--- config.mk ---
export PLATFORM = sky130hd
export DESIGN_NAME = barrelshifter_pipe
export DESIGN_NICKNAME = d
export VERILOG_FILES = /design/src/rtl/barrelshifter_pipe.sv
export SDC_FILE = /design/constraint.sdc
export NUM_CORES = 1
export LEC_CHECK = 0
export CELL_PAD_IN_SITES_DETAIL_PLACEMENT = 1
export CELL_PAD_IN_SITES_GLOBAL_PLACEMENT = 1
export CORE_ASPECT_RATIO = 0.6
export CORE_MARGIN = 2
export CORE_UTILIZATION = 49
export DETAILED_ROUTE_END_ITERATION = 12
export MAX_ROUTING_LAYER = met4
export PLACE_DENSITY_LB_ADDON = 0.12
export SLEW_MARGIN = 20
export SYNTH_ARGS = -nofsm -noshare
export SYNTH_HDL_FRONTEND = slang
export SYNTH_SLANG_ARGS = --single-unit
export TNS_END_PERCENT = 50
--- constraint.sdc ---
create_clock -name clk_in -period 3.3 [get_ports clk_in]
set_input_delay 0.825 -clock clk_in [delete_from_list [all_inputs] [get_ports clk_in]]
set_output_delay 0.825 -clock clk_in [all_outputs]
set_load 0.1 [all_outputs]
--- src/rtl/barrelshifter_pipe.sv ---
// Pipelined barrel shifter: one registered stage per shift-amount bit, with valid/ready on both sides.
// Optional macro BSHIFT_BUBBLE_COLLAPSE_EN gives each stage its own load enable so bubbles are squeezed out.
module barrelshifter_pipe #(
  parameter int unsigned D_SIZE = 32,
  parameter int unsigned S_SIZE = $clog2(D_SIZE)
) (
  input  logic              clk_in,
  input  logic              rst_n_in,
  input  logic              in_valid_in,
  output logic              in_ready_out,
  input  logic [D_SIZE-1:0] x_in,
  input  logic [S_SIZE-1:0] s_in,
  input  logic [2:0]        op_in,
  output logic              out_valid_out,
  input  logic              out_ready_in,
  output logic [D_SIZE-1:0] y_out,
  output logic              zf_out,
  output logic              vf_out,
  output logic              cf_out
);

  localparam int unsigned L = S_SIZE;

  typedef enum logic [2:0] {
    OP_SRL     = 3'b000,
    OP_SRA     = 3'b001,
    OP_ROR     = 3'b010,
    OP_ROR_ALT = 3'b011,
    OP_SLL     = 3'b100,
    OP_SLA     = 3'b101,
    OP_ROL     = 3'b110,
    OP_ROL_ALT = 3'b111
  } op_e;

  function automatic logic [D_SIZE-1:0] shift_step(input logic [D_SIZE-1:0] d,
                                                   input op_e op,
                                                   input int unsigned amt);
    logic [D_SIZE-1:0]        r;
    logic signed [D_SIZE-1:0] sd;
    logic [D_SIZE-2:0]        lo;
    sd = d;
    lo = d[D_SIZE-2:0] << amt;
    r  = d;
    case (op)
      OP_SRL:             r = d >> amt;
      OP_SRA:             r = sd >>> amt;
      OP_ROR, OP_ROR_ALT: r = (d >> amt) | (d << (D_SIZE - amt));
      OP_SLL:             r = d << amt;
      OP_SLA:             r = {d[D_SIZE-1], lo};
      OP_ROL, OP_ROL_ALT: r = (d << amt) | (d >> (D_SIZE - amt));
    endcase
    return r;
  endfunction

  // Bits leaving the magnitude field of an SLA step are d[D-2 : D-1-amt]; any that differ from the sign overflow.
  function automatic logic sla_lost(input logic [D_SIZE-1:0] d, input int unsigned amt);
    logic [D_SIZE-1:0] mask;
    mask = '1;
    mask = (mask >> (D_SIZE - amt)) << (D_SIZE - 1 - amt);
    return |((d ^ {D_SIZE{d[D_SIZE-1]}}) & mask);
  endfunction

  logic [L-1:0]        en;
  logic [L-1:0]        stage_vld;
  logic [S_SIZE-1:0]   s_m1;
  logic                cf0;
  logic                zf_q;

  // x[s-1] for right ops, x[D-s] for left ops; D-s equals ~(s-1) within S_SIZE bits.
  always_comb begin
    s_m1 = s_in - S_SIZE'(1);
    cf0  = 1'b0;
    if (s_in != '0) begin
      cf0 = op_in[2] ? x_in[~s_m1] : x_in[s_m1];
    end
  end

`ifdef BSHIFT_BUBBLE_COLLAPSE_EN
  always_comb begin
    logic nxt_load;
    en       = '0;
    nxt_load = out_ready_in;
    for (int unsigned i = 0; i < L; i++) begin
      en[L-1-i] = !stage_vld[L-1-i] || nxt_load;
      nxt_load  = en[L-1-i];
    end
  end
`else
  always_comb begin
    en = {L{!out_valid_out || out_ready_in}};
  end
`endif

  for (genvar k = 0; k < L; k++) begin : g_stage
    localparam int unsigned AMT = 1 << k;

    logic                s_vld;
    logic [D_SIZE-1:0]   s_dat;
    op_e                 s_op;
    logic [S_SIZE-1-k:0] s_rem;
    logic                s_cf;
    logic                s_vf;
    logic [D_SIZE-1:0]   dat_d;
    logic                vf_d;
    logic                vld_q;
    logic [D_SIZE-1:0]   dat_q;
    logic                cf_q;
    logic                vf_q;

    if (k == 0) begin : g_src
      assign s_vld = in_valid_in;
      assign s_dat = x_in;
      assign s_op  = op_e'(op_in);
      assign s_rem = s_in;
      assign s_cf  = cf0;
      assign s_vf  = 1'b0;
    end else begin : g_src
      assign s_vld = g_stage[k-1].vld_q;
      assign s_dat = g_stage[k-1].dat_q;
      assign s_op  = g_stage[k-1].g_mid.op_q;
      assign s_rem = g_stage[k-1].g_mid.rem_q;
      assign s_cf  = g_stage[k-1].cf_q;
      assign s_vf  = g_stage[k-1].vf_q;
    end

    always_comb begin
      dat_d = s_dat;
      vf_d  = s_vf;
      if (s_rem[0]) begin
        dat_d = shift_step(s_dat, s_op, AMT);
        vf_d  = s_vf | ((s_op == OP_SLA) && sla_lost(s_dat, AMT));
      end
    end

    // Payload only loads with a valid op so idle outputs keep their last value.
    always_ff @(posedge clk_in or negedge rst_n_in) begin
      if (!rst_n_in) begin
        vld_q <= 1'b0;
        dat_q <= '0;
        cf_q  <= 1'b0;
        vf_q  <= 1'b0;
      end else if (en[k]) begin
        vld_q <= s_vld;
        if (s_vld) begin
          dat_q <= dat_d;
          cf_q  <= s_cf;
          vf_q  <= vf_d;
        end
      end
    end

    if (k < L-1) begin : g_mid
      op_e                 op_q;
      logic [S_SIZE-2-k:0] rem_q;
      always_ff @(posedge clk_in or negedge rst_n_in) begin
        if (!rst_n_in) begin
          op_q  <= OP_SRL;
          rem_q <= '0;
        end else if (en[k] && s_vld) begin
          op_q  <= s_op;
          rem_q <= s_rem[S_SIZE-1-k:1];
        end
      end
    end

    assign stage_vld[k] = vld_q;
  end

  always_ff @(posedge clk_in or negedge rst_n_in) begin
    if (!rst_n_in) begin
      zf_q <= 1'b0;
    end else if (en[L-1] && g_stage[L-1].s_vld) begin
      zf_q <= ~|g_stage[L-1].dat_d;
    end
  end

  assign in_ready_out  = en[0];
  assign out_valid_out = stage_vld[L-1];
  assign y_out         = g_stage[L-1].dat_q;
  assign zf_out        = zf_q;
  assign vf_out        = g_stage[L-1].vf_q;
  assign cf_out        = g_stage[L-1].cf_q;

endmodule

==> results of run 1 <==
[metal layers]
metal	wire, um	GRT usage (%)	vias to the layer above	part of all wire [%]
met4	303	6.34	0	0.85
met3	2840	7.03	22	8.0
met1	18600	51.1	5079	52
met2	13800	40.2	297	39
li1	-	-	4571	-
met5	0	-	-	0
[cells in the final DEF (no fill, tap or decap), types with 6 or more instances in the layout]
cell type,netlist,final
mux4_2,16,16
o21ai_1,25,25
nand4_1,6,6
nand3_1,17,17
nor2_1,98,98
a211oi_1,15,15
nor3_1,6,6
a21o_1,19,19
nand2_1,216,211
a21oi_1,130,130
a221oi_1,10,10
buf_4,1,71
nand2b_1,10,10
a41oi_1,6,6
o21ai_0,168,168
clkbuf_8,0,6
nor2b_1,23,23
mux2i_1,107,107
buf_12,0,6
clkdlybuf4s50_1,0,41
dfrtp_1,198,198
inv_1,15,15
clkbuf_16,0,17
mux2_2,21,21
a221o_1,8,8
[synthesized netlist by cell type (2+ instances only)]
master | instances | area share (%)
o21ai_0 | 168 | 7.5
nor2_1 | 98 | 3.3
mux2_2 | 21 | 2.1
nand3b_1 | 2 | 0.13
o21ai_1 | 25 | 1.1
nand3_1 | 17 | 0.76
or4b_1 | 2 | 0.18
clkbuf_1 | 63 | 2.1
o31ai_1 | 5 | 0.33
or2b_1 | 2 | 0.13
mux4_2 | 16 | 3.2
o21a_1 | 2 | 0.13
nand4b_1 | 4 | 0.31
nor4_1 | 5 | 0.28
a41oi_1 | 6 | 0.47
mux2_1 | 3 | 0.30
nor3_1 | 6 | 0.27
mux2i_1 | 107 | 9.5
or4_1 | 2 | 0.13
buf_2 | 26 | 1.2
nand2b_1 | 10 | 0.56
o311ai_1 | 2 | 0.16
a22oi_1 | 2 | 0.13
dfrtp_1 | 198 | 44
inv_1 | 15 | 0.50
a221oi_1 | 10 | 0.78
a21oi_1 | 130 | 5.8
buf_1 | 8 | 0.27
inv_2 | 3 | 0.10
nand2_1 | 216 | 7.2
and3_1 | 2 | 0.11
nand4_1 | 6 | 0.33
a221o_1 | 8 | 0.71
a211oi_1 | 15 | 1.0
a21o_1 | 19 | 1.3
buf_6 | 2 | 0.20
a31oi_1 | 3 | 0.17
nor2b_1 | 23 | 1.3
[flip-flops by register name, indices dropped and copies added (netlist names)]
name and flops:
zf_out 1, out_valid_out 1, g_stage.g_mid.op_q 12, y_out 32, g_stage.dat_q 128, g_stage.vf_q 4, g_stage.g_mid.rem_q 10, g_stage.vld_q 4
g_stage.cf_q 4, vf_out 1, cf_out 1
[per-stage QoR]
stage / utilization, % / area [um2] / total power, mW / worst slack, ps
after floorplan: - / 11200 / 9.01 / 323
after global placement: 55.1 / 12300 / 10.8 / 363
after detailed placement: 55.1 / 12300 / 11.1 / 331
after CTS: 57.7 / 12900 / 13.2 / 617
after global routing: 57.7 / 12900 / 14.1 / 585
final: 57.7 / 12900 / 13.3 / 638
[area by class of cell]
cell class,instances,area (um2)
Clock buffer,25,505
Clock inverter,6,67.6
Fill cell,2591,9430
Inverter,19,71.3
Multi-Input combinational cell,955,5790
Sequential cell,198,4950
Tap cell,308,385
Timing Repair Buffer,120,1080
[cells by family (layout without fill, tap and decap cells)]
kind of cell | Yosys count | count (layout) | share of synthesized area, %
xor+xnor | 3 | 3 | 0.401
compound gates | 403 | 403 | 20.3
fa+ha+maj | 1 | 1 | 0.111
mux | 148 | 148 | 15.3
simple gates | 400 | 400 | 15.3
buf+inv | 119 | 170 | 4.44
flops | 198 | 198 | 44.1
[final timing paths]
check / to / slack (ps) / startpoint
max: in_ready_out / 640 / out_ready_in
min reg2reg: y_out[24] / 480 / y_out[24]
min: g_stage[0].cf_q / 400 / rst_n_in
max in group asynchronous: g_stage[2].dat_q[14] / 2070 / rst_n_in
min in group clk_in: y_out[24] / 480 / y_out[24]
max reg2reg: y_out[21] / 880 / g_stage[3].g_mid.op_q[1]
[power by group through the flow]
stage	clock, mW	sequential [mW]	combinational (mW)
6_report	2.07	4.76	6.43
5_1_grt	2.20	4.89	7.02
4_1_cts	2.10	4.72	6.40
3_5_place_dp	0	4.74	6.33
3_3_place_gp	0	4.69	6.12
2_1_floorplan	0	5.39	3.62
==> flow_metrics.tcl, run 1 <==
set metrics [dict create \
    portBuffers 80 \
    p_int_mw 6.68 \
    async_reset_ff_share_pct 100 \
    fmax_mhz 376 \
    gr-usage-all-layers_pct 31.8 \
    cts_num_sinks 198 \
    first_pass_iters 5 \
    hold_viol_final 0 \
    power_density_nw_per_um2 1030 \
    rows 42 \
    p_seq_share_pct 35.9 \
    ys_seq_area_share_pct 44.1 \
    die_w_um 199 \
    drtIter0Drc 1000 \
    pwr-share-comb_pct 48.5 \
    cts_max_level 4 \
    crit_family "buffers and inverters" \
    max-clock-path-buffers 2 \
    setup_viol 0 \
    cts_setup_buffers 0 \
    critPathKind "input pin to primary output" \
    synth_ff_type "dfrtp_1" \
    clkTransAtPathRegs_ps 60 \
    antennaDiodeCount 0 \
    vias_per_cell 6.11 \
    cp_num_cells 4 \
    post-dp-hpwl_um 26200 \
    finalSetupTns_ps 0 \
    syn_area_um2 11200 \
    critPathCaptureType "primary output" \
    swShare_pct 49.7 \
    skew_ps 7.85 \
    drv_slew 0 \
    path_max_fanout 14 \
    outcome "finished, final reports clean" \
    dieArea_um2 24200 \
    synth_warnings 0 \
    reg2reg_depth 5 \
    hold_slack_ps 401 \
    max-slew-margin-rel_pct 39.7 \
    place.gp.congestion 0.928 \
    antenna_found_initial 1 \
    synth_cells 1272 \
    worstMarginPinSlew_ps 904 \
    ir_drop_mv 1.35 \
    cts-root-buf "clkbuf_16" \
    power.switching_mw 6.59 \
    crit_buf_inv 3 \
    rsz0062_at_grt "false" \
    synth-edff-count 0 \
    crit_required_ps 2470 \
    yosys_register_bits 198 \
    routedWlPerCell_um 21.8 \
    dp.cells 1600 \
    hold_class "input pin to asynchronous set/reset pin" \
    chipHeight_um 121 \
    pin_count 81 \
    syn_to_final_growth_pct 14.5 \
    vias 9969 \
    cpMaxStageDelayCell "clkdlybuf4s50_1" \
    p_leak_nw 5.69 \
    final_cells 1631 \
    synth_cell_types 58 \
    path_cells "clkdlybuf4s50_1 > nor2b_1 > inv_2 > buf_12" \
    cts_tree "built" \
    p_clk_share_pct 15.6 \
    layout.nets 1356 \
    cts_hold_buf 0 \
    wl_um 35500 \
    cp-start-kind "input pin" \
    ctsResizeCount 0 \
    initial_core_util_pct 50.4 \
    grt_pass1_wl_um 56300 \
    core-area_um2 22300 \
    max_stage_delay_ps 450 \
    overflow 0 \
    period_share_pct 80.7 \
    cp.arrival_ps 1840 \
    synthesis.nets 1317 \
    syn_area_per_cell_um2 8.83 \
    cts_buffers 17 \
    worstSkewPairLatency_ps 450 \
    drive_gt1_share_pct 11.9 \
    cap_violations 0 \
    fin_crit_ps 2660 \
    drcViolationCount 0 \
    ant_nets 0 \
    grt_start_max_net_pins 82 \
    grt_pass1_vias 9769 \
]
No activity file was read; power rests on OpenSTA's default activity.
==> inputs of run 2 (changes only) <==
--- a/config.mk
+++ b/config.mk
@@ -9,7 +9,7 @@
 export CELL_PAD_IN_SITES_GLOBAL_PLACEMENT = 1
 export CORE_ASPECT_RATIO = 0.6
 export CORE_MARGIN = 2
-export CORE_UTILIZATION = 49
+export CORE_UTILIZATION = 46
 export DETAILED_ROUTE_END_ITERATION = 12
 export MAX_ROUTING_LAYER = met4
 export PLACE_DENSITY_LB_ADDON = 0.12
==> constraint.sdc (replaced) <==
create_clock -name clk_in -period 2.6 [get_ports clk_in]
set_input_delay 0.65 -clock clk_in [delete_from_list [all_inputs] [get_ports clk_in]]
set_output_delay 0.65 -clock clk_in [all_outputs]
set_load 0.1 [all_outputs]
==> run 2 against run 1 <==
Effect of this change: largest cell class unchanged; sequential power is 27% higher; register-to-register slack worse by 660 ps; cell area is 3.2% higher; wire length is 3.2% higher.
==> flow_metrics.tcl, run 2 (synthesis results as in run 1) <==
set metrics [dict create \
    outcome "finished, final reports clean" \
    cp.arrival_ps 2730 \
    grt_start_max_net_pins 67 \
    fin_crit_ps 2380 \
    critPathKind "flip-flop to flip-flop" \
    power.switching_mw 8.50 \
    cts_num_sinks 198 \
    drive_gt1_share_pct 14.7 \
    place.gp.congestion 0.958 \
    final_cell_mix "nand2_1, dfrtp_1, o21ai_0, a21oi_1, buf_4" \
    p_clk_share_pct 16.1 \
    r2r_slack_ps 220 \
    antenna_found_initial 0 \
    first_pass_iters 5 \
    period_share_pct 91.5 \
    hold_class "input pin to asynchronous set/reset pin" \
    power_density_nw_per_um2 1300 \
    rows 44 \
    clkTransAtPathRegs_ps 80 \
    path_max_fanout 4 \
    layout_commonest_cell "nand2_1" \
    cts_max_level 4 \
    swShare_pct 49.2 \
    pwr-share-comb_pct 49.0 \
    final_cell_area_um2 13300 \
    p_leak_nw 5.95 \
    worst_r2r_endpoint "zf_out" \
    drtIter0Drc 876 \
    largest_reg_flops 128 \
    setup_viol 0 \
    dpl_cell_area_um2 12700 \
    layout.nets 1398 \
    dp_slack_ps -91.1 \
    largest_register "g_stage.dat_q" \
    cts_tree "built" \
    die_w_um 206 \
    critPathCaptureType "flip-flop" \
    p_seq_share_pct 34.9 \
    hold_slack_ps 153 \
    post-dp-hpwl_um 27800 \
    skew_ps 11.9 \
    cts-root-buf "clkbuf_16" \
    max-clock-path-buffers 2 \
    cp-start-kind "flip-flop" \
    crit_required_ps 2950 \
    max-slew-margin-rel_pct 44.0 \
    dieArea_um2 25700 \
    vias 10100 \
    grt_pass1_wl_um 58300 \
    wl_um 36700 \
    pin_count 81 \
    drv_slew 0 \
    gr-usage-all-layers_pct 30.7 \
    vias_per_cell 5.99 \
    worst_slack_ps 221 \
    initial_core_util_pct 46.7 \
    cts_setup_buffers 0 \
    core-area_um2 24100 \
    worstMarginPinSlew_ps 840 \
    endpoint "zf_out" \
    p_int_mw 8.78 \
    cts_hold_buf 0 \
    hold_viol_final 0 \
    chipHeight_um 125 \
    overflow 0 \
    reg2reg_depth 5 \
    fmax_mhz 420 \
    cts_buffers 17 \
    drcViolationCount 0 \
    routedWlPerCell_um 21.7 \
    ant_nets 0 \
    cp-startpoint "g_stage[3].dat_q[11]" \
    rsz0062_at_grt "false" \
    r2r-start "g_stage[3].dat_q[11]" \
    worstSkewPairLatency_ps 450 \
    ir_drop_mv 1.25 \
    portBuffers 80 \
    cap_violations 0 \
    grt_pass1_vias 9909 \
    syn_to_final_growth_pct 18.2 \
    ctsResizeCount 0 \
]
run 2: worst min path at each step:
stage | depth (start not counted) | end
3_3_place_gp | 1 | y_out[28]
5_1_grt | 1 | g_stage[0].vf_q
6_report | 1 | g_stage[0].vf_q
3_5_place_dp | 1 | y_out[27]
4_1_cts | 1 | g_stage[0].vf_q
2_1_floorplan | 0 | cf_out
run 2: area by class of cell:
type | count | area [um2]
Antenna cell | 1 | 2.50
Clock buffer | 21 | 460
Clock inverter | 9 | 128
Fill cell | 2803 | 10800
Inverter | 19 | 71.3
Multi-Input combinational cell | 955 | 5790
Sequential cell | 198 | 4950
Tap cell | 322 | 403
Timing Repair Buffer | 162 | 1460
run 2: critical path, stage by stage, from the launching register on:
cell and delay (ps):
dfrtp_1 450, nor4_1 490, nand3_1 300, o41ai_1 520
a2bb2oi_1 180, o41ai_2 330
run 2: power by group through the flow:
stage	Clock (mW)	Combinational, mW	Sequential [mW]
after detailed placement	0	8.38	6.01
after floorplan	0	4.60	6.84
final	2.77	8.48	6.03
after global placement	0	8.08	5.96
after global routing	2.91	9.24	6.21
after CTS	2.80	8.43	5.98
run 2: per-layer routing:
metal / GRT usage [%] / share of wire (%) / vias to the layer above / wire length, um
li1: - / - / 4660 / -
met1: 50.2 / 53 / 5151 / 19500
met2: 37.6 / 38 / 274 / 14100
met3: 7.64 / 7.8 / 25 / 2880
met4: 4.95 / 0.65 / 0 / 240
met5: - / 0 / - / 0
run 2: through the flow:
stage | power (mW) | util, % | TNS [ps] | std cells
3_3_place_gp | 14.0 | 52.7 | -39.2 | 1656
3_5_place_dp | 14.4 | 52.7 | -91.1 | 1656
4_1_cts | 17.2 | 55.1 | 0 | 1686
2_1_floorplan | 11.4 | - | 0 | 1272
5_1_grt | 18.4 | 55.1 | 0 | 1686
6_report | 17.3 | 55.1 | 0 | 1687
==> inputs of run 3 (changes only) <==
--- a/config.mk
+++ b/config.mk
@@ -5,11 +5,13 @@
 export SDC_FILE = /design/constraint.sdc
 export NUM_CORES = 1
 export LEC_CHECK = 0
+export CAP_MARGIN = 25
 export CELL_PAD_IN_SITES_DETAIL_PLACEMENT = 1
 export CELL_PAD_IN_SITES_GLOBAL_PLACEMENT = 1
 export CORE_ASPECT_RATIO = 0.6
 export CORE_MARGIN = 2
 export CORE_UTILIZATION = 46
+export CTS_CLUSTER_SIZE = 20
 export DETAILED_ROUTE_END_ITERATION = 12
 export MAX_ROUTING_LAYER = met4
 export PLACE_DENSITY_LB_ADDON = 0.12
==> results of run 3 <==
Same layout as run 2: the final DEF is identical, and so are final timing and power.
